File: config.mk
export PLATFORM = sky130hd
export DESIGN_NAME = alu_exec_unit
export DESIGN_NICKNAME = d
export VERILOG_FILES = /design/src/rtl/alu_exec_unit.sv
export SDC_FILE = /design/constraint.sdc
export NUM_CORES = 1
export LEC_CHECK = 0
export BUFFER_PORTS_ARGS = -buffer_cell sky130_fd_sc_hd__buf_4
export CORE_UTILIZATION = 42
export CTS_CLUSTER_DIAMETER = 40
export DETAILED_ROUTE_END_ITERATION = 8
export HOLD_SLACK_MARGIN = 0.02
export PLACE_DENSITY_LB_ADDON = 0.12
export SLEW_MARGIN = 20
export SYNTH_ARGS = -nofsm -noshare
export SYNTH_HDL_FRONTEND = slang
export SYNTH_SLANG_ARGS = --single-unit
File: constraint.sdc
create_clock -name clk -period 5 [get_ports clk]
set_input_delay 0.25 -clock clk [delete_from_list [all_inputs] [get_ports clk]]
set_output_delay 0.25 -clock clk [all_outputs]
set_load 0.005 [all_outputs]
File: src/rtl/alu_exec_unit.sv
// -----------------------------------------------------------------------------
// alu_exec_unit
//
// Integer execution unit with a MIPS-style R-type function decoder.
// Single-cycle ops (add/sub/logic/slt/mfhi/mflo) complete in the cycle after
// they are accepted. multu and divu run iteratively for WIDTH cycles, using
// the HI/LO pair as the working accumulator (shift-add multiply, restoring
// divide).
//
// Ports
//   clk      : clock, all state updates on rising edge
//   rst      : asynchronous active-high reset
//   start    : operation request, accepted only while idle
//   alu_op   : 0 = add, 1 = subtract, 2/3 = decode func
//   func     : R-type function code (used when alu_op >= 2)
//   a, b     : operands, captured at accept
//   result   : registered result of last completed single-cycle op
//   zero     : registered, high when result == 0
//   busy     : high while multu/divu is iterating
//   done     : one-cycle completion pulse for every accepted op
//   illegal  : one-cycle pulse alongside done for an undefined func
//   hi, lo   : HI/LO registers (intermediate values while busy)
// -----------------------------------------------------------------------------
module alu_exec_unit #(
    parameter int WIDTH = 32
) (
    input  logic             clk,
    input  logic             rst,
    input  logic             start,
    input  logic [1:0]       alu_op,
    input  logic [5:0]       func,
    input  logic [WIDTH-1:0] a,
    input  logic [WIDTH-1:0] b,
    output logic [WIDTH-1:0] result,
    output logic             zero,
    output logic             busy,
    output logic             done,
    output logic             illegal,
    output logic [WIDTH-1:0] hi,
    output logic [WIDTH-1:0] lo
);

    localparam int CW = $clog2(WIDTH);
    localparam logic [CW-1:0] LAST_STEP = CW'(WIDTH - 1);

    typedef enum logic [1:0] {
        S_IDLE = 2'd0,
        S_MUL  = 2'd1,
        S_DIV  = 2'd2
    } state_t;

    state_t           state_q;
    logic [CW-1:0]    cnt_q;
    logic [WIDTH-1:0] opnd_q;     // multiplicand (multu) or divisor (divu)
    logic [WIDTH-1:0] result_q;
    logic             zero_q;
    logic             busy_q;
    logic             done_q;
    logic             illegal_q;
    logic [WIDTH-1:0] hi_q;
    logic [WIDTH-1:0] lo_q;

    // ------------------------------------------------------------------
    // Decode of the single-cycle result and the multi-cycle launches
    // ------------------------------------------------------------------
    logic [WIDTH-1:0] dec_res;
    logic             dec_ill;
    logic             dec_mul;
    logic             dec_div;

    always_comb begin
        dec_res = '0;
        dec_ill = 1'b0;
        dec_mul = 1'b0;
        dec_div = 1'b0;
        if (alu_op == 2'd0) begin
            dec_res = a + b;
        end else if (alu_op == 2'd1) begin
            dec_res = a - b;
        end else begin
            case (func)
                6'd32, 6'd33: dec_res = a + b;
                6'd34, 6'd35: dec_res = a - b;
                6'd36:        dec_res = a & b;
                6'd37:        dec_res = a | b;
                6'd38:        dec_res = a ^ b;
                6'd39:        dec_res = ~(a | b);
                6'd42:        dec_res = {{(WIDTH-1){1'b0}}, ($signed(a) < $signed(b))};
                6'd43:        dec_res = {{(WIDTH-1){1'b0}}, (a < b)};
                6'd16:        dec_res = hi_q;
                6'd18:        dec_res = lo_q;
                6'd25:        dec_mul = 1'b1;
                6'd27:        dec_div = 1'b1;
                default:      dec_ill = 1'b1;
            endcase
        end
    end

    // ------------------------------------------------------------------
    // One iteration of each multi-cycle algorithm
    // ------------------------------------------------------------------
    // Multiply: LO starts as the multiplier; its LSB selects whether the
    // multiplicand is added into HI, then {carry,HI,LO} shifts right.
    logic [WIDTH:0]   mul_sum;
    logic [WIDTH-1:0] mul_hi_d;
    logic [WIDTH-1:0] mul_lo_d;
    // Divide: LO starts as the dividend and shifts quotient bits in from
    // the right while HI accumulates the partial remainder.
    logic [WIDTH:0]   div_rem;
    logic [WIDTH:0]   div_diff;
    logic             div_ge;
    logic [WIDTH-1:0] div_hi_d;
    logic [WIDTH-1:0] div_lo_d;

    always_comb begin
        mul_sum  = {1'b0, hi_q} + (lo_q[0] ? {1'b0, opnd_q} : '0);
        mul_hi_d = mul_sum[WIDTH:1];
        mul_lo_d = {mul_sum[0], lo_q[WIDTH-1:1]};

        div_rem  = {hi_q, lo_q[WIDTH-1]};
        div_diff = div_rem - {1'b0, opnd_q};
        div_ge   = (div_rem >= {1'b0, opnd_q});
        // A zero divisor always "fits", giving an all-ones quotient and
        // leaving the dividend in HI after WIDTH steps.
        div_hi_d = div_ge ? div_diff[WIDTH-1:0] : div_rem[WIDTH-1:0];
        div_lo_d = {lo_q[WIDTH-2:0], div_ge};
    end

    // ------------------------------------------------------------------
    // FSM with registered outputs
    // ------------------------------------------------------------------
    always_ff @(posedge clk or posedge rst) begin
        if (rst) begin
            state_q   <= S_IDLE;
            cnt_q     <= '0;
            opnd_q    <= '0;
            result_q  <= '0;
            zero_q    <= 1'b1;
            busy_q    <= 1'b0;
            done_q    <= 1'b0;
            illegal_q <= 1'b0;
            hi_q      <= '0;
            lo_q      <= '0;
        end else begin
            done_q    <= 1'b0;
            illegal_q <= 1'b0;
            case (state_q)
                S_IDLE: begin
                    if (start) begin
                        if (dec_mul) begin
                            state_q <= S_MUL;
                            busy_q  <= 1'b1;
                            cnt_q   <= '0;
                            opnd_q  <= a;
                            hi_q    <= '0;
                            lo_q    <= b;
                        end else if (dec_div) begin
                            state_q <= S_DIV;
                            busy_q  <= 1'b1;
                            cnt_q   <= '0;
                            opnd_q  <= b;
                            hi_q    <= '0;
                            lo_q    <= a;
                        end else begin
                            result_q  <= dec_res;
                            zero_q    <= (dec_res == '0);
                            done_q    <= 1'b1;
                            illegal_q <= dec_ill;
                        end
                    end
                end
                S_MUL: begin
                    hi_q <= mul_hi_d;
                    lo_q <= mul_lo_d;
                    if (cnt_q == LAST_STEP) begin
                        state_q <= S_IDLE;
                        busy_q  <= 1'b0;
                        done_q  <= 1'b1;
                    end else begin
                        cnt_q <= cnt_q + 1'b1;
                    end
                end
                S_DIV: begin
                    hi_q <= div_hi_d;
                    lo_q <= div_lo_d;
                    if (cnt_q == LAST_STEP) begin
                        state_q <= S_IDLE;
                        busy_q  <= 1'b0;
                        done_q  <= 1'b1;
                    end else begin
                        cnt_q <= cnt_q + 1'b1;
                    end
                end
                default: begin
                    state_q <= S_IDLE;
                    busy_q  <= 1'b0;
                end
            endcase
        end
    end

    assign result  = result_q;
    assign zero    = zero_q;
    assign busy    = busy_q;
    assign done    = done_q;
    assign illegal = illegal_q;
    assign hi      = hi_q;
    assign lo      = lo_q;

endmodule

Word-level counts from Yosys, hierarchy flattened
Cells that the tools add are included.

Flip-flop bits (word level): 139. Input port bits: 75. Output and inout bits: 100. Logic and storage cells: 109.

Bitwise logic cells: 6. Equal/unequal tests: 22. Mux-type cells: 48. Order comparisons: 3. Reduce and logical (&&, ||, !) cells: 15. Add/subtract/negate cells: 5.

Operator list (number): $mux 32 (12); $pmux 32 s10 (1); $pmux 32 s3 (2); $lt 32x32->1 (2); $sub 32x32->32 (2); $eq 6x6->1 const B (10); $add 32x32->33 (1); $ge 33x32->1 (1); $add 32x32->32 (1); $and 32x32->32 (1); $logic_not 32->1 (1); $not 32->32 (1); $or 32x32->32 (1); $xor 32x32->32 (1); $eq 6x5->1 const B (4); $mux 1 (21); $mux 5 (4); $reduce_or 14->1 (1); $pmux 5 s2 (1); $reduce_and 3->1 (3); $mux 2 (4); $reduce_and 4->1 (2); $reduce_or 2->1 (3); $add 5x1->5 const B (1); other kinds (12) (18).

Logic depth before layout (Yosys ltp)
Depth in word-level cells: 9. Depth in mapped cells: 16. Mapped depth without buffers: 15.

Least setup slack after synthesis
No wires, ideal clock.

Kind: register to register. Start: reg lo_q[0], in the netlist lo[0]. End: reg hi_q[31], in the netlist hi[31]. Setup time: 0.140 ns. Cell stages (with the launch flop): 15. Path buffers: 1. Path slack: 1.472 ns. Period minus slack after synthesis: 3.528 ns. Data arrival time: 3.388 ns. Data required time: 4.860 ns. Cells stage by stage: dfrtp_1 > clkbuf_1 > and2_1 > ha_1 > a2111oi_1 > o21ai_0 > a2111oi_0 > o31ai_1 > a311oi_1 > or3_1 > a21boi_0 > nor2_1 > o21ai_0 > a21oi_1 > o221ai_1.

Word-level cells in the longest chain between the ends: 3.

Ends and longest elaborated chain: start, declared (RTL line 61) `logic [WIDTH-1:0] lo_q;`; start signal, assigned (RTL line 174) `lo_q <= mul_lo_d;`; start signal, assigned (RTL line 185) `lo_q <= div_lo_d;`; $mux 32 (RTL line 116) `mul_sum = {1'b0, hi_q} + (lo_q[0] ? {1'b0, opnd_q} : '0);`; $add 32x32->33 (RTL line 116); $pmux 32 s3 (RTL line 147) `case (state_q)`; end signal, assigned (RTL line 173) `hi_q <= mul_hi_d;`; end signal, assigned (RTL line 184) `hi_q <= div_hi_d;`; end, declared (RTL line 60) `logic [WIDTH-1:0] hi_q;`.

Every way passes these cells. A chain may end at the register's enable or synchronous reset.

Worst setup path in the final report
Same ends and word-level chain as after synthesis.

==> run metrics <==
Crit Path Class=flip-flop to flip-flop; CTS tree=built; via count=17200; Die Ht=slightly below 200 um; post-synth net total=between 2000 and 2500; top library cells by usage in the layout, fill and taps aside=nand2_1, buf_4, o21ai_0; clock root buffer master=clkbuf_16; PortBufs=about 170; headroom to the max-slew limit=28.8%; Post-synth EDFFs=0; setup repair after global routing missed its margin=no; Antenna Diode Count=0; drt initial violations=1600; clock sink count=139; initial antenna violation count=0; worst slack, placed=~0.42 ns; I/O pins=~180; proportion of synthesized flip-flops having asynchronous set or reset=100%; final clock period utilization by the worst path=95.3%; H-tree level count=4; setup skew after layout=0.0105 ns; number of gates resized after cts=0; Gate Count Post-Synth=between 2000 and 2500; Least-Margin Pin Slew=1.06 ns; Critical Path Start Type=flip-flop; share of final-layout standard cells stronger than drive strength 1=12.8%; failing checks=negative hold slack; drt drc=0; Avg Vias per Cell=6.24; post-DR wirelength/cell=23.6 um; worst hold margin=-0.0323 ns; main flop type after synthesis=dfrtp_1; total leakage power=roughly 8.3 nW; endpoint required time on the critical path=approximately 5.3 ns; count of cell types in the netlist=84; number of synthesized register bits=approximately 140; most common cell after layout, fill and taps aside=nand2_1; Die X-Extent=roughly 200 um; vias in the first global route=approximately 16000; maximum number of buffers from clock root to sink=2; ratio of total power to cell area=288 nW/um^2; power after layout=~5.3 mW; DP HPWL=approximately 50000 um; pin count of the biggest net entering global routing=98; final hold vios=9; placeable core region=between 30000 and 40000 sq um; buffers inserted during post-CTS setup optimization=0; GRT Total Usage=around a third; Area growth, synth to finish=15.1%; total wirelength of the detailed-routed design=approximately 65000 um; class of the most critical hold timing path=input port to asynchronous set/reset pin; effective utilization at floorplan=a little over two fifths; max-cap violations=0; first-pass GRT wire length=approximately 98000 um; WP data arrival=slightly above 5 ns; peak fanout along the critical path=13; Placer Congestion=approximately 0.97; Post-Route Utilization=49.2%; num rows=71; result of the run=finished with violations; mapped cell area=between 15000 and 20000 sq um; latest clock arrival within the worst-skew pair=approximately 0.46 ns; Sum Neg Setup Slack=0 ns; number of warnings printed during yosys synthesis=0; worst IR drop on VDD=approximately 270 uV; hold-fix buffer count after cts=0; average cell area after synthesis=roughly 7.6 sq um; time the final worst path needs with I/O delays and setup=4.76 ns; GRT overflow=0; Clock transition at path regs=0.07 ns; post-route worst setup slack=0.236 ns; f_max=around 210 MHz; Final Net Count=roughly 2500; Slew Viols, Final=0; Initial DRT Pass Iterations=6; final-report setup violation count=0; TritonCTS Buffers=17; share of synthesized area occupied by flip-flops and latches=a little over a fifth; Die ar.=roughly 39000 sq um; category of the worst setup path capture point=flip-flop; antenna viol nets, final=0
-- synth_stat cells (12+ instances only) --
master	n	area, sq um
or3_1	12	75.1
o211ai_1	19	143
nor3_1	23	115
o21ai_0	208	1040
nor2_1	127	477
nand2b_1	18	113
dfrtp_1	138	3450
a21oi_1	154	771
a22oi_1	109	818
nand2_1	267	1000
xor2_1	27	236
buf_2	28	140
clkbuf_1	92	345
a221oi_1	14	123
nand4_1	14	87.6
o221ai_1	17	149
and2_1	42	263
o31ai_1	15	113
ha_1	166	2080
a211oi_1	16	120
a31oi_1	33	206
a221o_1	13	130
inv_1	136	510
mux2i_1	61	611
and3_1	22	138
a21o_1	48	360
nand3_1	37	185
nor2b_1	14	87.6
xnor2_1	66	578
-- sequential cells by signal, indices dropped and copies added, names as in the netlist --
| signal | flops |
|---|---|
| hi | 32 |
| lo | 32 |
| opnd_q | 32 |
| result | 32 |
| cnt_q | 5 |
| state_q | 2 |
| busy | 1 |
| done | 1 |
| illegal | 1 |
| zero | 1 |
-- logic make-up (layout without fill, tap and decap cells) --
kind of cell / Yosys count / after routing / share of synthesized area (%)
flops: 139 / 139 / 21.6
simple gates: 617 / 617 / 17.8
fa+ha+maj: 170 / 170 / 13.4
xor+xnor: 93 / 93 / 5.05
buf+inv: 267 / 385 / 6.59
compound gates: 774 / 774 / 31.6
mux: 65 / 65 / 4.06
-- metal layers --
metal	vias to the layer above	share of wire, %	track usage [%]
met2	822	46	53.3
li1	7968	-	-
met1	8250	43	44.0
met3	133	7.5	4.92
met5	-	0	0
met4	0	3.9	13.4
-- per-stage QoR --
stage | instances | instance area, sq um
after floorplan | 2125 | 16100
after global placement | 2722 | 17900
after detailed placement | 2722 | 17900
after CTS | 2753 | 18500
after global routing | 2754 | 18600
final | 2754 | 18600
-- worst max-delay path: stages (launching register included) --
cell and delay (ns):
dfrtp_1 0.55, and2_1 0.25, ha_1 0.33, a2111oi_1 0.64, o21ai_0 0.32, a2111oi_0 0.82
o31ai_1 0.33, a311oi_1 0.33, buf_4 0.17, or3_1 0.10, a21boi_0 0.13, nor2_1 0.19
o21ai_0 0.11, a21oi_1 0.18, o221ai_1 0.15
-- path summary, 6_finish.rpt --
check	startpoint	endpoint	slack [ns]	depth (start not counted)
max	lo[0]	hi[31]	0.24	14
min	rst	result[29]	-0.03	2
max reg2reg	lo[0]	hi[31]	0.24	14
min reg2reg	result[6]	result[6]	0.48	2
max in group asynchronous	rst	hi[8]	3.73	3
min in group clk	b[4]	opnd_q[4]	0.16	3
-- power breakdown --
| part | internal (mW) | leakage [nW] | switching, mW |
|---|---|---|---|
| sequential | 1.35 | 1.83 | 0.329 |
| combinational | 0.900 | 6.18 | 1.30 |
| clock | 0.889 | 0.308 | 0.586 |
-- layout make-up --
type	instances	area, sq um
fill	3832	19200
multi-input combinational	1719	11600
sequential	139	3480
timing repair buffer	217	1650
tap	511	639
inverter	137	520
clock buffer	18	429
clock inverter	13	214
Note: power is estimated with default switching activity, not from simulation.
